`config.mk`:
```
export PLATFORM = sky130hd
export DESIGN_NAME = fft_spectrum_ctrl
export DESIGN_NICKNAME = d
export VERILOG_FILES = /design/src/rtl/fft_spectrum_ctrl.sv
export SDC_FILE = /design/constraint.sdc
export NUM_CORES = 1
export LEC_CHECK = 0
export CAP_MARGIN = 5
export CORE_MARGIN = 10
export CORE_UTILIZATION = 58
export DETAILED_ROUTE_END_ITERATION = 10
export GPL_TIMING_DRIVEN = 0
export PLACE_DENSITY = 0.74
export REMOVE_ABC_BUFFERS = 1
export SKIP_LAST_GASP = 1
export SLEW_MARGIN = 10
export SYNTH_ARGS = -nofsm -noshare
export SYNTH_HDL_FRONTEND = slang
export SYNTH_SLANG_ARGS = --single-unit
```
`constraint.sdc`:
```
create_clock -name clk_50m -period 4.2 [get_ports clk_50m]
set_input_delay 1.05 -clock clk_50m [delete_from_list [all_inputs] [get_ports clk_50m]]
set_output_delay 1.05 -clock clk_50m [all_outputs]
set_load 0.01 [all_outputs]
```
`src/rtl/fft_spectrum_ctrl.sv`:
```
// fft_spectrum_ctrl
//
// Frame controller placed after the FFT modulus stage. It checks the framing
// of the incoming magnitude stream and stores the lower STORE_LEN bins of
// every good frame. While storing, it tracks the peak bin, with DC excluded.
// It then drains the stored bins to a consumer over valid/ready. Frames that
// start while a drain is in progress are dropped and counted, so the consumer
// never sees a mix of two spectra.
//
// Ports
//   clk_50m       system clock
//   rst_n         synchronous, active-low reset
//   data_modulus  magnitude of the current input bin (DW bits, unsigned)
//   data_sop      first bin of a frame, qualified by data_valid
//   data_eop      last bin of a frame, qualified by data_valid
//   data_valid    input beat valid (no backpressure on the input side)
//   out_data      stored magnitude being presented
//   out_bin       bin index of out_data
//   out_valid     output beat valid
//   out_last      high together with bin STORE_LEN-1
//   out_ready     consumer accepts the current beat
//   peak_mag      peak magnitude of the last good frame (bins 1..STORE_LEN-1)
//   peak_bin      bin index of peak_mag
//   frame_done    one-cycle pulse when a good frame has been captured
//   frame_err     one-cycle pulse when a malformed frame is detected
//   drop_cnt      saturating count of frames dropped during a drain
`timescale 1ns/1ps

module fft_spectrum_ctrl #(
  parameter int FFT_LEN   = 128,
  parameter int STORE_LEN = 64,
  parameter int DW        = 12,
  parameter int AW        = 7
) (
  input  logic          clk_50m,
  input  logic          rst_n,
  input  logic [DW-1:0] data_modulus,
  input  logic          data_sop,
  input  logic          data_eop,
  input  logic          data_valid,
  output logic [DW-1:0] out_data,
  output logic [AW-1:0] out_bin,
  output logic          out_valid,
  output logic          out_last,
  input  logic          out_ready,
  output logic [DW-1:0] peak_mag,
  output logic [AW-1:0] peak_bin,
  output logic          frame_done,
  output logic          frame_err,
  output logic [7:0]    drop_cnt
);

  // Buffer address width; STORE_LEN never exceeds FFT_LEN, so SW <= AW.
  localparam int            SW        = (STORE_LEN > 1) ? $clog2(STORE_LEN) : 1;
  localparam logic [AW-1:0] LAST_BIN  = AW'(FFT_LEN - 1);
  localparam logic [AW-1:0] LAST_OUT  = AW'(STORE_LEN - 1);
  localparam logic [AW:0]   STORE_LIM = (AW+1)'(STORE_LEN);

  typedef enum logic [1:0] {WAIT_SOP, CAPTURE, DRAIN} state_t;

  state_t        state_reg;
  logic [AW-1:0] bin_cnt_reg;
  logic [DW-1:0] run_mag_reg;
  logic [AW-1:0] run_bin_reg;
  logic [AW-1:0] rd_addr_reg;   // next bin to fetch from the buffer

  logic [DW-1:0] mem [STORE_LEN];

  logic          wr_en;
  logic [SW-1:0] wr_addr;
  logic          peak_hit;
  logic          last_hs;
  logic          rd_en;

  // Buffer write and peak qualification for the current input beat.
  // A sop always lands in bin 0, whether it opens a frame or restarts one.
  always_comb begin
    wr_en    = 1'b0;
    wr_addr  = bin_cnt_reg[SW-1:0];
    peak_hit = 1'b0;
    if (data_valid) begin
      if (state_reg == WAIT_SOP && data_sop) begin
        wr_en   = 1'b1;
        wr_addr = '0;
      end else if (state_reg == CAPTURE) begin
        if (data_sop) begin
          wr_en   = 1'b1;
          wr_addr = '0;
        end else begin
          // bin_cnt_reg is at least 1 here, so DC never competes for the peak.
          wr_en    = ({1'b0, bin_cnt_reg} < STORE_LIM);
          peak_hit = wr_en && (data_modulus > run_mag_reg);
        end
      end
    end
  end

  // The output register is refilled whenever it is empty or being consumed.
  // With the read address already pointing at the next bin, this sustains
  // one beat per cycle while out_ready stays high.
  assign last_hs = out_valid && out_ready && out_last;
  assign rd_en   = (state_reg == DRAIN) && !last_hs && (!out_valid || out_ready);

  always_ff @(posedge clk_50m) begin
    if (wr_en) begin
      mem[wr_addr] <= data_modulus;
    end
  end

  // Registered buffer read feeds out_data directly.
  always_ff @(posedge clk_50m) begin
    if (!rst_n) begin
      out_data <= '0;
    end else if (rd_en) begin
      out_data <= mem[rd_addr_reg[SW-1:0]];
    end
  end

  always_ff @(posedge clk_50m) begin
    if (!rst_n) begin
      state_reg   <= WAIT_SOP;
      bin_cnt_reg <= '0;
      run_mag_reg <= '0;
      run_bin_reg <= '0;
      rd_addr_reg <= '0;
      out_bin     <= '0;
      out_valid   <= 1'b0;
      out_last    <= 1'b0;
      peak_mag    <= '0;
      peak_bin    <= '0;
      frame_done  <= 1'b0;
      frame_err   <= 1'b0;
      drop_cnt    <= '0;
    end else begin
      frame_done <= 1'b0;
      frame_err  <= 1'b0;
      case (state_reg)
        WAIT_SOP: begin
          if (data_valid && data_sop) begin
            if (data_eop) begin
              frame_err <= 1'b1;
            end else begin
              bin_cnt_reg <= AW'(1);
              run_mag_reg <= '0;
              run_bin_reg <= '0;
              state_reg   <= CAPTURE;
            end
          end
        end

        CAPTURE: begin
          if (data_valid) begin
            if (data_sop) begin
              // Restart on this beat; a restart that is also an eop is a
              // one-beat frame and therefore malformed as well.
              frame_err <= 1'b1;
              if (data_eop) begin
                state_reg <= WAIT_SOP;
              end else begin
                bin_cnt_reg <= AW'(1);
                run_mag_reg <= '0;
                run_bin_reg <= '0;
              end
            end else begin
              if (peak_hit) begin
                run_mag_reg <= data_modulus;
                run_bin_reg <= bin_cnt_reg;
              end
              if (data_eop && bin_cnt_reg == LAST_BIN) begin
                frame_done  <= 1'b1;
                peak_mag    <= peak_hit ? data_modulus : run_mag_reg;
                peak_bin    <= peak_hit ? bin_cnt_reg : run_bin_reg;
                rd_addr_reg <= '0;
                state_reg   <= DRAIN;
              end else if (data_eop || bin_cnt_reg == LAST_BIN) begin
                frame_err <= 1'b1;
                state_reg <= WAIT_SOP;
              end else begin
                bin_cnt_reg <= bin_cnt_reg + AW'(1);
              end
            end
          end
        end

        DRAIN: begin
          if (data_valid && data_sop && drop_cnt != 8'hFF) begin
            drop_cnt <= drop_cnt + 8'd1;
          end
          if (last_hs) begin
            out_valid <= 1'b0;
            out_last  <= 1'b0;
            state_reg <= WAIT_SOP;
          end else if (rd_en) begin
            out_valid   <= 1'b1;
            out_bin     <= rd_addr_reg;
            out_last    <= (rd_addr_reg == LAST_OUT);
            rd_addr_reg <= rd_addr_reg + AW'(1);
          end
        end

        default: state_reg <= WAIT_SOP;
      endcase
    end
  end

endmodule

```
# Word-level counts from Yosys, hierarchy flattened
# Memories as Yosys holds them, arrays and structs flattened. A register that Yosys moved wholly into a read port is not among the register bits.
# Index checks and enable logic that the tools add are counted.
[classes] muxes=60 add_sub_neg=3 n_div=0 n_reduce_logical=27 order_cmp=2 bitwise=5 n_mul=0 n_shift=0 n_eq_ne=17
[op_table] cell="2-to-1 mux 7 bit" count=16
[op_table] cell="2-to-1 mux 12 bit" count=5
[op_table] cell="case mux 7 bit (2 select lines)" count=3
[op_table] cell="2-to-1 mux 6 bit" count=4
[op_table] cell="case mux 12 bit (2 select lines)" count=1
[op_table] cell="2-to-1 mux 1 bit" count=21
[op_table] cell="2-to-1 mux 2 bit" count=8
[op_table] cell="adder 7 x 1 -> 7 bit, second input constant" count=2
[op_table] cell="greater-than comparator 12 bit" count=1
[op_table] cell="!= test 2 bit, second input constant" count=6
[op_table] cell="AND reduction 6 bit" count=2
[op_table] cell="logical AND 1 bit" count=9
[op_table] cell="!= test 3 bit, second input constant" count=3
[op_table] cell="adder 8 x 1 -> 8 bit, second input constant" count=1
[op_table] cell="!= test 8 bit, second input constant" count=1
[op_table] cell="equality test 7 x 6 -> 1 bit, second input constant" count=1
[op_table] cell="equality test 7 bit, second input constant" count=1
[op_table] cell="less-than comparator 7 bit, second input constant" count=1
[op_table] cell="case mux 2 bit (3 select lines)" count=1
[op_table] cell="AND reduction 3 bit" count=2
[op_table] cell="nonzero test 2 bit" count=3
[op_table] cell="inverter 1 bit" count=5
[op_table] cell="AND reduction 5 bit" count=1
[op_table] cell="!= test 2 x 1 -> 1 bit, second input constant" count=2
[op_table] cell="other kinds (10)" count=14
[word_totals] elab_cells=128 latchBits=0 input_bits=18 mem_bits_rw=768 romBits=0 ff_bits=73 memories=1
[memory_table] memory="mem" depth=64 width=12 read_ports=1 rd_clocked_by_memory_dff=1 wr=1 line="67" source="logic [DW-1:0] mem [STORE_LEN];"

# Depth between registers and ports, before layout
[logic_depth] depth_word=10 mapped_depth=12 ltp_nobuf=12

# Worst setup path after synthesis
# OpenSTA, ideal clock, no wires.
[synth_timing] path_type="input to register" startpoint="input port data_valid" endpoint="memory mem[31][0] (enable)" required_ps=3804 arrival_ps=2925 n_path_buf=2 setup_ps=396 setup_slack_ps=879 path_stages=6 path_cell_list="nor2b_1 -> clkbuf_1 -> nand3_1 -> or3_1 -> clkbuf_1 -> nor3_1"
[synth_between] elab_chain_len=3 word_cells_on_any_way=4 classes_between="mux: 4"
[synth_rtl] element="start: declaration" line="40" source="input logic data_valid,"
[synth_rtl] element="2-to-1 mux 1 bit" line="81" source="if (data_valid) begin"
[synth_rtl] element="2-to-1 mux 1 bit" line="105" source="if (wr_en) begin"
[synth_rtl] element="2-to-1 mux 1 bit (implied by the code)" line="106" source="mem[wr_addr] <= data_modulus;"
[synth_rtl] element="end: declaration" line="67"
# Parallel ways exist; a longest one is shown, timed or not.

# Worst setup path after layout
[layout_timing] startpoint="input port data_valid" endpoint="memory mem[61][11] (enable)"
# The elaborated chain is that of the path after synthesis.

==> results.txt <==
CP Class = input port to flop
worst-path fanout max = 12
fin. max-slew vios = 0
Rel. slew slack = 0.104
NumNets Final = 1873
first-pass GRT wire length = 116000 um
worst skew pair latency = 0.62 ns
post-synthesis xor/xnor area fraction = 0.00313
register bank with the most flops = mem
Hold Fails Final Rpt = 0
Startpoint Class = input port
Post-Synth Adder-Cell Area = 0.00634
Total GRT Usage = 0.230
Yosys top cell by area = edfxtp_1
leakage power = 11.6 nW
1st-iter DRT viols = 1943
Mean Syn Cell Area = 19.1 um^2
Initial Utilization = 0.584
maximum number of pins on one net before global-route repair = 57
std cell rows = 88
sequential fraction of the synthesis area = 0.738
Post-Synth Simple-Gate Area = 0.0403
Max Cap Viol = 0
Finished Layout Cells = 2672
Largest register FFs = 768
# clock sinks = 853
Layout area overhead = 13.5%
I/O pin total = 68
maximum vdd drop = 0.000331 V
Core Footprint = 57500 um^2
fin area = 38100 um^2
die height = 261 um
RSZ-0062 raised after global routing = false
Placed Cells incl. Taps = 2517
mux contribution to synthesized area = 0.143
clk_skew = 0.0155 ns
vias in the first global route = 17900
H-tree levels = 3
period utilisation layout = 0.969
Setup TNS = 0 ns
clk root buf = clkbuf_16
min Tclk post-route = 4.07 ns
WP data required = 4.43 ns
gpl congestion = 0.833
Cells after Synth = 1753
Yosys cell types = 66
Ant. Diodes = 0
Yosys top cell area share = 0.687
Placed Instance Area = 35300 um^2
Min-Delay Path Class = flop to flop
Post-Syn Area = 33600 um^2
most common cell in the synthesized netlist = edfxtp_1
antenna violations before repair = 0
PortBufs = 67
synthesized flop and latch total = 853
power per cell area = 446 nW/um^2
number of synthesized flops with an enable pin = 768
critical path endpoint category = flop
Ys Warns = 0
final setup margin = 0.132 ns
layout cells sized above 1 = 0.223
via count = 17400
main combinational cell family by area after synthesis = multiplexers
post-DP HPWL = 47200 um
die area = 67900 um^2
Vias per Instance = 6.51
CTS clk-pin slew, worst paths = 0.06 ns
post-synthesis compound-gate area fraction = 0.0480
CTS tree = built
top_reg_cell synth = edfxtp_1
grt ovf = 0
worst slack, placed = -0.523 ns
Fmax = 246 MHz
post-route ant nets = 0
endpoints failing setup = 0
DRC viols = 0
Die Span X = 261 um
Routed WL = 76400 um
most frequent cells after synthesis = 768 x edfxtp_1, 173 x mux4_2, 86 x nor2_1, 85 x dfxtp_1, 73 x mux2i_1
CP arrival = 4.30 ns
fill count = 3687
Hold WS = 0.462 ns
deepest clock path buffer count = 3
status = complete, no violations
Avg WL per Cell = 28.6 um
Tightest Pin Transition = 1.34 ns
First-pass DRT Iterations = 5
FFs w/ async S/R, synth = 0
cts bufs inserted = 84
Synth area leaders = edfxtp_1 69%, mux4_2 12%, dfxtp_1 5.1%, mux2i_1 2.2%, nor2_1 0.96%
-- logic make-up after synthesis --
family,Yosys count
AOI/OAI and AO/OA,219
xor gates and xnor gates,12
adders and majority gates,17
buffers and inverters,121
DFF,853
muxes,256
and+or+nand+nor,275
-- cell usage in the layout, fill, tap and decap left out, types with 20 or more instances in the layout --
cell	instances
a21oi_1	29
a22oi_1	20
clkbuf_1	26
clkbuf_16	87
clkdlybuf4s50_1	54
dfxtp_1	81
edfxtp_1	768
mux2i_1	73
mux4_2	173
nand2_1	50
nand3_1	32
nor2_1	32
nor2_2	55
o21a_1	20
o21ai_0	25
-- per-stage QoR --
step,util,power (mW)
2_1_floorplan,-,9.50
3_3_place_gp,0.601,9.70
3_5_place_dp,0.614,9.71
4_1_cts,0.662,17.1
5_1_grt,0.663,17.4
6_report,0.663,17.0
-- final cells by class --
type                            instances  area, um^2  share of cell area
Sequential cell                       853       24800               0.650
Multi-Input combinational cell        779        8250               0.216
Inverter                               18        67.6             0.00177
Clock buffer                          120        2370              0.0622
Tap cell                              765         957              0.0251
Timing Repair Buffer                  102        1320              0.0345
Clock inverter                         35         369             0.00969
-- worst paths after layout --
check / startpoint / slack (ns) / to / depth (start not counted)
hold reg to reg: out_bin[5]$_SDFFE_PN0P_ / 0.46 / out_bin[5]$_SDFFE_PN0P_ / 2
setup reg to reg: rd_addr_reg[4]$_SDFFE_PN0P_ / 0.29 / out_data[10]$_SDFFE_PN0P_ / 5
hold / removal: out_bin[5]$_SDFFE_PN0P_ / 0.46 / out_bin[5]$_SDFFE_PN0P_ / 2
setup / recovery: data_valid / 0.13 / mem[61][11]$_DFFE_PP_ / 6
-- layer usage --
metal  vias up  track usage  wire length, um
li1       7349            -                -
met1      9092        0.321            30600
met2       815        0.363            37100
met3       137       0.0484             6730
met4         0       0.0728             1950
met5         -            0                0
-- worst max-delay path, cell delays in order --
cell	delay (ns)
clkdlybuf4s50_1	0.55
nor2b_1	0.61
nand2_1	0.39
nand2_1	0.27
nand2b_1	0.38
nor2_1	1.03
-- report_power, final --
group / leakage, nW / internal (mW) / switching [mW]
Combinational: 2.62 / 0.0703 / 0.211
Sequential: 7.59 / 9.25 / 0.00817
Clock: 1.34 / 4.42 / 3.04
Total: 11.6 / 13.7 / 3.26
-- timing repair --
action / in CTS / in global routing
resized for setup: 0 / 4
setup buffers: 0 / 0
hold endpoints to repair: 0 / 0
hold buffers: 0 / 0
endpoints found under the setup margin: 0 / 33
Power figures use the tool's default switching activity.
